--- config.mk ---
export PLATFORM = sky130hd
export DESIGN_NAME = fetch_aligner_flat
export DESIGN_NICKNAME = d
export VERILOG_FILES = /design/src/rtl/fetch_aligner_if.sv /design/src/rtl/fetch_aligner.sv /design/src/flat_wrapper.sv
export SDC_FILE = /design/constraint.sdc
export NUM_CORES = 1
export LEC_CHECK = 0
export ABC_CLOCK_PERIOD_IN_PS = 2650
export BUFFER_PORTS_ARGS = -buffer_cell sky130_fd_sc_hd__clkbuf_2
export CORE_MARGIN = 8
export CORE_UTILIZATION = 48
export CTS_CLUSTER_SIZE = 16
export DETAILED_ROUTE_END_ITERATION = 6
export HOLD_SLACK_MARGIN = 0.03
export PLACE_DENSITY = 0.77
export SETUP_SLACK_MARGIN = 0.4
export SLEW_MARGIN = 20
export SYNTH_ARGS = -nofsm -noshare
export SYNTH_HDL_FRONTEND = slang
export SYNTH_SLANG_ARGS = --single-unit
--- constraint.sdc ---
create_clock -name clk -period 2.65 [get_ports clk]
set_input_delay 0 -clock clk [delete_from_list [all_inputs] [get_ports clk]]
set_output_delay 0 -clock clk [all_outputs]
set_load 0.05 [all_outputs]
--- src/rtl/fetch_aligner_if.sv ---
// Fetch-aligner bus bundle: instruction-memory read port, redirect input and
// the instruction handshake to the datapath. master = aligner side.
interface fetch_aligner_if #(
  parameter int ADDR_W = 6
);
  logic              redirect;
  logic [31:0]       redirect_pc;
  logic [ADDR_W-1:0] imem_addr;
  logic [31:0]       imem_rdata;
  logic              inst_valid;
  logic              inst_ready;
  logic [31:0]       inst_data;
  logic [31:0]       inst_pc;
  logic              inst_is_c;

  modport master (
    input  redirect, redirect_pc, imem_rdata, inst_ready,
    output imem_addr, inst_valid, inst_data, inst_pc, inst_is_c
  );

  modport slave (
    output redirect, redirect_pc, imem_rdata, inst_ready,
    input  imem_addr, inst_valid, inst_data, inst_pc, inst_is_c
  );
endinterface

--- src/rtl/fetch_aligner.sv ---
// RV32IC fetch aligner: buffers up to three halfwords from a combinational
// word memory and issues one 16/32-bit instruction per handshake.
// Optional FETCH_ALIGN_STATS_EN adds accepted-instruction counters.
module fetch_aligner #(
  parameter int          ADDR_W   = 6,
  parameter logic [31:0] RESET_PC = 32'h0000_0000
) (
  input  logic clk,
  input  logic rst,
`ifdef FETCH_ALIGN_STATS_EN
  output logic [31:0] stat_c_cnt,
  output logic [31:0] stat_w_cnt,
`endif
  fetch_aligner_if.master bus
);

  logic [31:0] fetch_pc, fetch_pc_n;
  logic [31:0] head_pc, head_pc_n;
  logic [47:0] hw_buf, hw_buf_n;
  logic [47:0] shifted;
  logic [1:0]  cnt, cnt_n, cnt_after, used;
  logic        skip, skip_n;
  logic        is_c, valid, take;

  always_comb begin
    is_c  = (hw_buf[1:0] != 2'b11);
    valid = (cnt >= 2'd2) || ((cnt == 2'd1) && is_c);
  end

  assign bus.inst_valid = valid;
  assign bus.inst_is_c  = valid & is_c;
  assign bus.inst_data  = is_c ? {16'h0000, hw_buf[15:0]} : hw_buf[31:0];
  assign bus.inst_pc    = head_pc;
  assign bus.imem_addr  = fetch_pc[ADDR_W+1:2];

  always_comb begin
    take = valid & bus.inst_ready;
    used = take ? (is_c ? 2'd1 : 2'd2) : 2'd0;
    case (used)
      2'd0:    shifted = hw_buf;
      2'd1:    shifted = {16'h0000, hw_buf[47:16]};
      default: shifted = {32'h0000_0000, hw_buf[47:32]};
    endcase
    cnt_after = cnt - used;

    hw_buf_n   = shifted;
    cnt_n      = cnt_after;
    fetch_pc_n = fetch_pc;
    skip_n     = skip;
    head_pc_n  = head_pc + {29'd0, used, 1'b0};

    // Refill only when at most one halfword remains, so cnt stays <= 3.
    if (cnt_after <= 2'd1) begin
      fetch_pc_n = fetch_pc + 32'd4;
      skip_n     = 1'b0;
      if (cnt_after == 2'd0) begin
        hw_buf_n = skip ? {32'h0000_0000, bus.imem_rdata[31:16]}
                        : {16'h0000, bus.imem_rdata};
        cnt_n    = skip ? 2'd1 : 2'd2;
      end else begin
        hw_buf_n = skip ? {16'h0000, bus.imem_rdata[31:16], shifted[15:0]}
                        : {bus.imem_rdata, shifted[15:0]};
        cnt_n    = skip ? 2'd2 : 2'd3;
      end
    end

    if (bus.redirect) begin
      hw_buf_n   = '0;
      cnt_n      = '0;
      head_pc_n  = {bus.redirect_pc[31:1], 1'b0};
      fetch_pc_n = {bus.redirect_pc[31:2], 2'b00};
      skip_n     = bus.redirect_pc[1];
    end
  end

  always_ff @(posedge clk) begin
    if (rst) begin
      fetch_pc <= {RESET_PC[31:2], 2'b00};
      head_pc  <= RESET_PC;
      hw_buf   <= '0;
      cnt      <= '0;
      skip     <= RESET_PC[1];
    end else begin
      fetch_pc <= fetch_pc_n;
      head_pc  <= head_pc_n;
      hw_buf   <= hw_buf_n;
      cnt      <= cnt_n;
      skip     <= skip_n;
    end
  end

`ifdef FETCH_ALIGN_STATS_EN
  // Redirect does not clear these; a handshake in a redirect cycle still counts.
  always_ff @(posedge clk) begin
    if (rst) begin
      stat_c_cnt <= '0;
      stat_w_cnt <= '0;
    end else if (take) begin
      if (is_c) stat_c_cnt <= stat_c_cnt + 32'd1;
      else      stat_w_cnt <= stat_w_cnt + 32'd1;
    end
  end
`else
  // Statistics counters not built.
`endif

  logic unused_bits;
  assign unused_bits = ^{bus.redirect_pc[0], fetch_pc[1:0], fetch_pc[31:ADDR_W+2]};

endmodule

--- src/flat_wrapper.sv ---
// flat-port wrapper written by rule: the top's interface ports become plain ports
module fetch_aligner_flat 
#(
  parameter int          ADDR_W   = 6,
  parameter logic [31:0] RESET_PC = 32'h0000_0000
)
  (clk, rst, bus_redirect, bus_redirect_pc, bus_imem_rdata, bus_inst_ready, bus_imem_addr, bus_inst_valid, bus_inst_data, bus_inst_pc, bus_inst_is_c);
  fetch_aligner_if #(.ADDR_W(ADDR_W)) bus_i ();
  input  logic clk;
  input  logic rst;
  input wire logic [$bits(bus_i.redirect)-1:0] bus_redirect;
  input wire logic [$bits(bus_i.redirect_pc)-1:0] bus_redirect_pc;
  input wire logic [$bits(bus_i.imem_rdata)-1:0] bus_imem_rdata;
  input wire logic [$bits(bus_i.inst_ready)-1:0] bus_inst_ready;
  output wire logic [$bits(bus_i.imem_addr)-1:0] bus_imem_addr;
  output wire logic [$bits(bus_i.inst_valid)-1:0] bus_inst_valid;
  output wire logic [$bits(bus_i.inst_data)-1:0] bus_inst_data;
  output wire logic [$bits(bus_i.inst_pc)-1:0] bus_inst_pc;
  output wire logic [$bits(bus_i.inst_is_c)-1:0] bus_inst_is_c;
  assign bus_i.redirect = bus_redirect;
  assign bus_i.redirect_pc = bus_redirect_pc;
  assign bus_i.imem_rdata = bus_imem_rdata;
  assign bus_i.inst_ready = bus_inst_ready;
  assign bus_imem_addr = bus_i.imem_addr;
  assign bus_inst_valid = bus_i.inst_valid;
  assign bus_inst_data = bus_i.inst_data;
  assign bus_inst_pc = bus_i.inst_pc;
  assign bus_inst_is_c = bus_i.inst_is_c;
  fetch_aligner #(.ADDR_W(ADDR_W), .RESET_PC(RESET_PC)) u_core (.clk(clk), .rst(rst), .bus(bus_i));
endmodule
Word-level counts from Yosys, hierarchy flattened
Index checks and enable logic that the tools add are counted.
{ "word_totals": {"regBits": 115, "inputBits": 68, "output_inout_bits": 72, "word_cells": 42} }
{ "op_classes": {"addsub": 3, "order_cmp": 2, "eq_ne": 4, "mux": 17, "bitwise": 2, "n_reduce_logical": 6} }
{ "ops": {"columns": ["op", "n"], "rows": [
  ["32-bit 2-to-1 mux", 5],
  ["48-bit 2-to-1 mux", 3],
  ["48-bit one-hot mux with 2 select lines", 1],
  ["32-bit by 3-bit adder with 32-bit output", 1],
  ["32-bit by 3-bit adder with 32-bit output (second input constant)", 1],
  ["2-bit 2-to-1 mux", 5],
  ["2-bit by 1-bit == test with 1-bit output (second input constant)", 2],
  ["2-bit zero test", 2],
  ["1-bit 2-to-1 mux", 3],
  ["1-bit bitwise AND", 2],
  ["2-bit >= comparator (second input constant)", 1],
  ["2-bit by 1-bit less-or-equal comparator with 1-bit output (second input constant)", 1],
  ["2-bit by 1-bit inequality test with 1-bit output (second input constant)", 1],
  ["2-bit inequality test (second input constant)", 1],
  ["2-bit nonzero test", 1],
  ["2-bit OR reduction", 1],
  ["2-bit subtractor", 1],
  ["1-bit logical AND", 1],
  ["1-bit logical OR", 1]
]} }

Depth between registers and ports, before layout
Gate-level depths: netlist of run 1.
{ "depth": {"ltp_word": 10, "ltp_mapped": 11, "ltp_nobuf": 8} }

Least setup slack after synthesis of run 1
OpenSTA, ideal clock, no wires.
{ "synth_path": {"path_type": "register to register", "from": "register u_core.hw_buf[1]", "to": "register u_core.head_pc[29], in the netlist u_core.bus.inst_pc[29]", "setup_ps": 91, "arrival_time_ps": 2651, "slack_ps": -92, "stages_incl_launch_ff": 11, "synth_period_minus_slack_ps": 2742, "cell_sequence": "dfxtp_1 a21boi_1 and2_1 clkbuf_1 ha_1 fa_1 and4_1 buf_4 nand4_4 or4_1 a311oi_1"} }
{ "synth_via": {"elab_chain_cells": 7, "elab_cells_between_ends": 8, "cone_classes": "add/sub (1); eq/ne (1); mux (3); bitwise (1); reduce/logical (2)"} }
{ "synth_lines": {"columns": ["element", "line", "rtl"], "rows": [
  ["start, declared", "fetch_aligner.sv:19", "logic [47:0] hw_buf, hw_buf_n;"],
  ["start signal, assigned", "fetch_aligner.sv:86", "hw_buf <= hw_buf_n;"],
  ["2-bit inequality test (*)", "fetch_aligner.sv:26", "is_c = (hw_buf[1:0] != 2'b11);"],
  ["1-bit logical AND", "fetch_aligner.sv:27", "valid = (cnt >= 2'd2) || ((cnt == 2'd1) && is_c);"],
  ["1-bit logical OR", "fetch_aligner.sv:27", null],
  ["1-bit bitwise AND", "fetch_aligner.sv:37", "take = valid & bus.inst_ready;"],
  ["2-bit 2-to-1 mux (*)", "fetch_aligner.sv:38", "used = take ? (is_c ? 2'd1 : 2'd2) : 2'd0;"],
  ["32-bit by 3-bit adder with 32-bit output (*)", "fetch_aligner.sv:50", "head_pc_n = head_pc + {29'd0, used, 1'b0};"],
  ["32-bit 2-to-1 mux (*)", "fetch_aligner.sv:67", "if (bus.redirect) begin"],
  ["end signal, assigned", "fetch_aligner.sv:85", "head_pc <= head_pc_n;"],
  ["end, declared", "fetch_aligner.sv:18", "logic [31:0] head_pc, head_pc_n;"]
]} }
Mark *: on every way between the ends. The rest lies on a longest branch, timed or not.
A chain may end at the register's enable or synchronous reset.

Worst setup path in the final report of run 1
{ "layout_path": {"from": "register u_core.hw_buf[0]", "to": "register u_core.head_pc[22], in the netlist u_core.bus.inst_pc[22]"} }
The elaborated chain is that of the path after synthesis.

==> results of run 1 <==
==> repair_timing <==
| action | CTS | global route |
|---|---|---|
| gates resized for setup | 37 | 56 |
| endpoints found under the hold margin | 80 | 0 |
| setup buffers | 15 | 6 |
| pin swaps | 32 | 32 |
| endpoints found under the setup margin | 82 | 64 |
| hold buffers | 60 | 0 |
| cloned | 3 | 1 |
==> flip-flops by register name, indices dropped and copies added, names as in the netlist <==
signal              cells
u_core.bus.inst_pc     31
u_core.cnt              2
u_core.fetch_pc         6
u_core.hw_buf          48
u_core.skip             1
==> power by group through the flow <==
stage                     clock (uW)  sequential, uW  combinational, uW
after floorplan                    0            1650                574
final                            856            1520               1280
after CTS                        849            1510               1120
after global routing             898            1530               1340
after detailed placement           0            1540                937
after global placement             0            1530                915
==> synthesized netlist by cell type (2+ instances only) <==
master	n	area share, %
a2111oi_0	3	0.51
a211oi_1	10	1.5
a21boi_0	8	1.2
a21boi_1	3	0.44
a21oi_1	32	3.1
a22oi_1	14	2.1
a311oi_1	14	2.4
a31oi_1	17	2.1
and2_1	5	0.61
and3_1	21	2.6
and4_1	5	0.86
buf_1	2	0.15
buf_2	10	0.98
buf_4	18	2.6
clkbuf_1	39	2.9
dfxtp_1	88	34
ha_1	5	1.2
inv_1	27	2.0
mux2_2	16	3.5
mux2i_1	3	0.59
nand2_1	13	0.96
nand2b_1	2	0.24
nand3_1	54	5.3
nand3_2	2	0.39
nand3b_1	5	0.73
nand4_1	21	2.6
nand4_4	2	0.83
nor2_1	33	2.4
nor2b_1	4	0.49
nor3_1	5	0.49
nor4_1	4	0.49
o2111ai_1	15	2.6
o211a_1	13	2.5
o21ai_0	44	4.3
o31a_1	2	0.34
o31ai_1	9	1.3
or2_2	3	0.37
or3_1	5	0.61
or4_1	9	1.3
xnor2_1	11	1.9
xor2_1	4	0.69
==> cell families after synthesis <==
kind of cell	synth area share (%)
AOI/OAI and AO/OA	25.7
xor gates and xnor gates	2.57
adders and majority gates	1.62
buffers and inverters	8.69
DFF	34.5
muxes	4.11
other	0.0734
and+or+nand+nor	22.8
==> worst max path at each step <==
| stage | from | end | slack [ps] |
|---|---|---|---|
| 6_report | u_core.hw_buf[0] | u_core.bus.inst_pc[22] | 290 |
| 5_1_grt | u_core.cnt[0] | u_core.bus.inst_pc[22] | 250 |
| 3_3_place_gp | u_core.hw_buf[1] | u_core.hw_buf[20] | 30 |
| 2_1_floorplan | u_core.hw_buf[0] | u_core.bus.inst_pc[21] | 250 |
| 3_5_place_dp | u_core.hw_buf[1] | u_core.hw_buf[46] | -80 |
| 4_1_cts | u_core.cnt[0] | u_core.bus.inst_pc[22] | 330 |
==> per-stage QoR <==
step                      area, um2  setup WS (ps)
final                          7340            286
after global routing           7340            249
after CTS                      6970            333
after detailed placement       5890          -84.6
after global placement         5890           27.5
after floorplan                5200            254
==> worst max-delay path, delay by kind of cell (launching register included) <==
kind	cells	cell delay, ps
and+or+nand+nor	3	960
AOI/OAI and AO/OA	4	610
DFF	1	420
adders and majority gates	1	280
==> per-layer routing <==
metal,track usage [%],up-vias,routed length [um]
li1,-,2683,-
met3,8.08,135,2130
met2,43.6,442,9870
met1,28.0,2929,7470
met4,16.2,0,1130
met5,0,-,0
==> layout make-up <==
| class | instances | area (um2) |
|---|---|---|
| inverters | 28 | 108 |
| well taps | 136 | 170 |
| clock inverters | 5 | 35.0 |
| multi-input cells | 431 | 3360 |
| fillers | 692 | 2980 |
| repair buffers | 245 | 1770 |
| flip-flops and latches | 88 | 1770 |
| clock buffers | 10 | 128 |
==> flow_summary.ini, run 1 <==
[setup_path]
crit_slowest_cell = or4_4
rrSetupSlack_ps = 290
crit_type = reg2reg
required_ps = 2940
rr_endpoint = u_core.bus.inst_pc[22]
rr_startpoint = u_core.hw_buf[0]
startpoint_type = flop
cp_cell_sequence = a21boi_4, o21ai_4, nor2_4, ha_4, a21oi_4, or3_4, or4_4, a311oi_2
endpoint_kind = flop
reg2reg_depth = 8
critical_path.max_fanout = 4
crit_arrival_ps = 2650
cpPeakStageDelay_ps = 490

[worst_hold_path]
hold_end = u_core.hw_buf[1]
hp-class = in2reg
min_delay_path_depth = 4
min_from = bus_imem_rdata[1]

[global_route]
grt-ovfl-total = 0
grt_start_max_net_pins = 35
grt_first_pass_wirelength_um = 30400
antenna_found_initial = 0
grt_usage_pct = 25.9
first_global_vias = 6051

[drt]
drc_errors = 13
drt_first_pass_iters = 7
detail_route.iter0.violations = 832
num_vias = 6189
drt_wl_total_um = 20600
drtAntennaViolNets = 0
via_per_inst = 6.56
wl_per_cell_um = 21.8

[pwr]
internal_power_uw = 2240
p_comb_share_pct = 35.0
swShare_pct = 38.7
pwr_density_cell_nw_per_um2 = 498
p_switching_uw = 1410
finalPower_uw = 3660
ir_worst_vdd_uv = 228
p_clk_share_pct = 23.4
p_seq_share_pct = 41.6
p_leak_uw = 0.00296

[finish]
final_nets = 877
layout_common_cells = clkbuf_2 (137), dfxtp_1 (84), dlygate4sd3_1 (60), o21ai_0 (42), nand3_1 (41)
drive_gt1_share_pct = 36.6
fin_util_pct = 71.1
final_cells = 943
area_growth_pct = 43.7
num_antenna_cells = 0
mostFrequentLayoutCell = clkbuf_2

[clock_network]
cts_buffers = 9
insertion_delay_ps = 380
clk_pin_slew_ps = 100
root_buffer = clkbuf_8
cts_tree = built
clk_path_buf_depth = 2
h-tree-depth = 3
cts.sinks = 88

[timing]
hold_viol = 0
rsz0062_at_grt = yes
tns_ps = 0
max_slew_margin_pct = 42.1
period_share_pct = 89.2
drv_slew = 0
fmax_ghz = 0.423
worst_slew_pin_slew_ps = 868
worst_clock_skew_ps = 16.6
setup-violations-final = 0
fin_crit_ps = 2360
hold_ws_ps = 83.6

[synthesis]
synth_area_per_cell_um2 = 8.31
syn-instance-count = 615
synth_seq_cells = 88
ys_types = 56
yosysWarnings = 0
netlist_area_um2 = 5110
synth_sequential_area_ratio_pct = 34.5
synth_flop_cell = dfxtp_1
synth_edf_count = 0
syn-num-nets = 689
ys_async_sr_fraction_pct = 0

[job]
maxCapViolCount = 0

[die]
num_rows = 37
core-area_um2 = 10300
floorplan.initialDensity_pct = 49.5
die-area_um2 = 14200
io_pins = 140
die_height_um = 119
die_x_um = 119

[outcome]
failed_checks = design-rule violations
status = finished, violations left

[placed_design]
place.gp.congestion = 0.848
portBuffers = 137
dpl.hpwl_um = 11500
dp_cells = 843
(Power assumes the default switching activity.)
==> run 2: changes to the inputs <==
--- a/config.mk
+++ b/config.mk
@@ -5,10 +5,10 @@
 export SDC_FILE = /design/constraint.sdc
 export NUM_CORES = 1
 export LEC_CHECK = 0
-export ABC_CLOCK_PERIOD_IN_PS = 2650
+export ABC_CLOCK_PERIOD_IN_PS = 2800
 export BUFFER_PORTS_ARGS = -buffer_cell sky130_fd_sc_hd__clkbuf_2
 export CORE_MARGIN = 8
-export CORE_UTILIZATION = 48
+export CORE_UTILIZATION = 50
 export CTS_CLUSTER_SIZE = 16
 export DETAILED_ROUTE_END_ITERATION = 6
 export HOLD_SLACK_MARGIN = 0.03
==> constraint.sdc (replaced) <==
create_clock -name clk -period 2.8 [get_ports clk]
set_input_delay 0.28 -clock clk [delete_from_list [all_inputs] [get_ports clk]]
set_output_delay 0.28 -clock clk [all_outputs]
set_load 0.05 [all_outputs]
==> run 2 against run 1 <==
  * The flow now finishes without violations
  * Wire length shrank 18%
  * Worst setup slack gained 130 ps
  * Combinational power shrank 24%
  * Clock-buffer cell count is the same
  * Hold slack gained 75 ps
  * Utilization shrank 8.7 points
  * Sequential share of layout area grew 3.9 points
  * Die area shrank 3.5%
  * Critical endpoint is now u_core.bus.inst_pc[29]
  * Largest power group unchanged
==> flow_summary.ini, run 2 (synthesis results as in run 1) <==
[drt]
wl_per_cell_um = 19.4
drtAntennaViolNets = 0
drc_errors = 0
detail_route.iter0.violations = 806
num_vias = 5452
drt_wl_total_um = 16800
via_per_inst = 6.29
drt_first_pass_iters = 6

[die]
core-area_um2 = 10100
io_pins = 140
floorplan.initialDensity_pct = 50.4
die_x_um = 117
die-area_um2 = 13700
die_height_um = 117
num_rows = 37

[clock_network]
cts_buffers = 9
clk_path_buf_depth = 2
cts_tree = built
root_buffer = clkbuf_8
hold_buffers = 0
h-tree-depth = 3
cts.sinks = 88
insertion_delay_ps = 370
clk_pin_slew_ps = 90

[pwr]
pwr_density_cell_nw_per_um2 = 538
ir_worst_vdd_uv = 325
p_leak_uw = 0.00263

[setup_path]
rr_endpoint = u_core.bus.inst_pc[29]
required_ps = 3080
crit_arrival_ps = 2660
endpoint_kind = flop
reg2reg_depth = 9
startpoint_type = flop
critical_path.max_fanout = 7
crit_type = reg2reg
rr_startpoint = u_core.hw_buf[1]
rrSetupSlack_ps = 410

[timing]
rsz0062_at_grt = yes
hold_ws_ps = 158
fin_crit_ps = 2390
setup_slack_ps = 414
max_slew_margin_pct = 34.0
tns_ps = 0
period_share_pct = 85.2
hold_viol = 0
fmax_ghz = 0.419
drv_slew = 0
worst_slew_pin_slew_ps = 989
worst_clock_skew_ps = 9.01
setup-violations-final = 0

[global_route]
antenna_found_initial = 0
grt_first_pass_wirelength_um = 26000
grt-ovfl-total = 0
grt_usage_pct = 23.8
first_global_vias = 5196
grt_start_max_net_pins = 35

[finish]
area_growth_pct = 23.9
fin_area_um2 = 6330
mostFrequentLayoutCell = clkbuf_2
drive_gt1_share_pct = 33.7
largest_reg_flops = 48
top_register = u_core.hw_buf
nFillCells = 881
num_antenna_cells = 0
layout_common_cells = clkbuf_2 (137), dfxtp_1 (84), nand3_1 (54), o21ai_0 (43), nor2_1 (32)
final_nets = 800

[job]
maxCapViolCount = 0

[placed_design]
portBuffers = 137
place.gp.congestion = 0.812
placed_area_um2 = 5860
pre_cts_slack_ps = 84.9
dpl.hpwl_um = 10900

[worst_hold_path]
hold_end = u_core.bus.inst_pc[12]
min_delay_path_depth = 3
min_from = bus_redirect_pc[12]
hp-class = in2reg

[outcome]
status = finished, final reports clean
[run 2: cell types whose count changed in the layout (fill, tap and decap cells not counted), sizes merged]
cell and change:
clkinv +2, bufinv +2, dlygate4sd3 -60, a21oi -1, clkinvlp -3, buf -17, bufbuf +1
[run 2: critical path: stages (launching register included)]
cell      delay (ps)
dfxtp_2          340
buf_6            130
a21boi_4         140
and2_4           190
ha_4             140
fa_2             210
and4_4           290
nand4_4          150
or4_4            440
a311oi_1         260
[run 2: through the flow]
stage / std cells / utilization [%] / power [uW]
after floorplan: 615 / - / 2100
after global placement: 841 / 57.8 / 2320
after detailed placement: 841 / 57.8 / 2340
after CTS: 859 / 60.8 / 3350
after global routing: 867 / 62.4 / 3530
final: 867 / 62.4 / 3410
[run 2: worst max path at each step]
stage | start | end | depth (start not counted)
floorplan | u_core.cnt[1] | u_core.hw_buf[32] | 10
global placement | u_core.cnt[0] | u_core.bus.inst_pc[31] | 8
detailed placement | u_core.cnt[0] | u_core.bus.inst_pc[31] | 8
CTS | u_core.cnt[0] | u_core.bus.inst_pc[22] | 8
global route | u_core.hw_buf[1] | u_core.bus.inst_pc[29] | 9
finish | u_core.hw_buf[1] | u_core.bus.inst_pc[29] | 9
[run 2: repair_timing]
item                       CTS  global route
setup endpoints to repair   71            65
cloned                       1             1
buffers inserted             1             7
gates resized for setup     14            21
pin swaps                    1             9
[run 2: final cells by class]
cell class / instances / area [um2] / area share, %
clock buffers: 10 / 138 / 2.17
repair buffers: 169 / 988 / 15.6
inverters: 28 / 105 / 1.66
well taps: 136 / 170 / 2.69
flip-flops and latches: 88 / 1770 / 28.0
clock inverters: 6 / 82.6 / 1.30
multi-input cells: 430 / 3070 / 48.5
[run 2: power by group]
| part | total (uW) | switching (uW) | leakage, uW | internal [uW] |
|---|---|---|---|---|
| Clock | 1000 | 480 | 0.000112 | 523 |
| Sequential | 1430 | 95.5 | 0.000726 | 1340 |
| Combinational | 970 | 634 | 0.00179 | 336 |
| Total | 3410 | 1210 | 0.00263 | 2200 |
[run 2: routing by layer]
| layer | track usage (%) | up-vias | wire length (um) |
|---|---|---|---|
| met1 | 29.2 | 2556 | 6650 |
| met2 | 38.8 | 319 | 7990 |
| met4 | 8.70 | 0 | 371 |
| met3 | 6.88 | 45 | 1800 |
| li1 | - | 2532 | - |
| met5 | 0 | - | 0 |
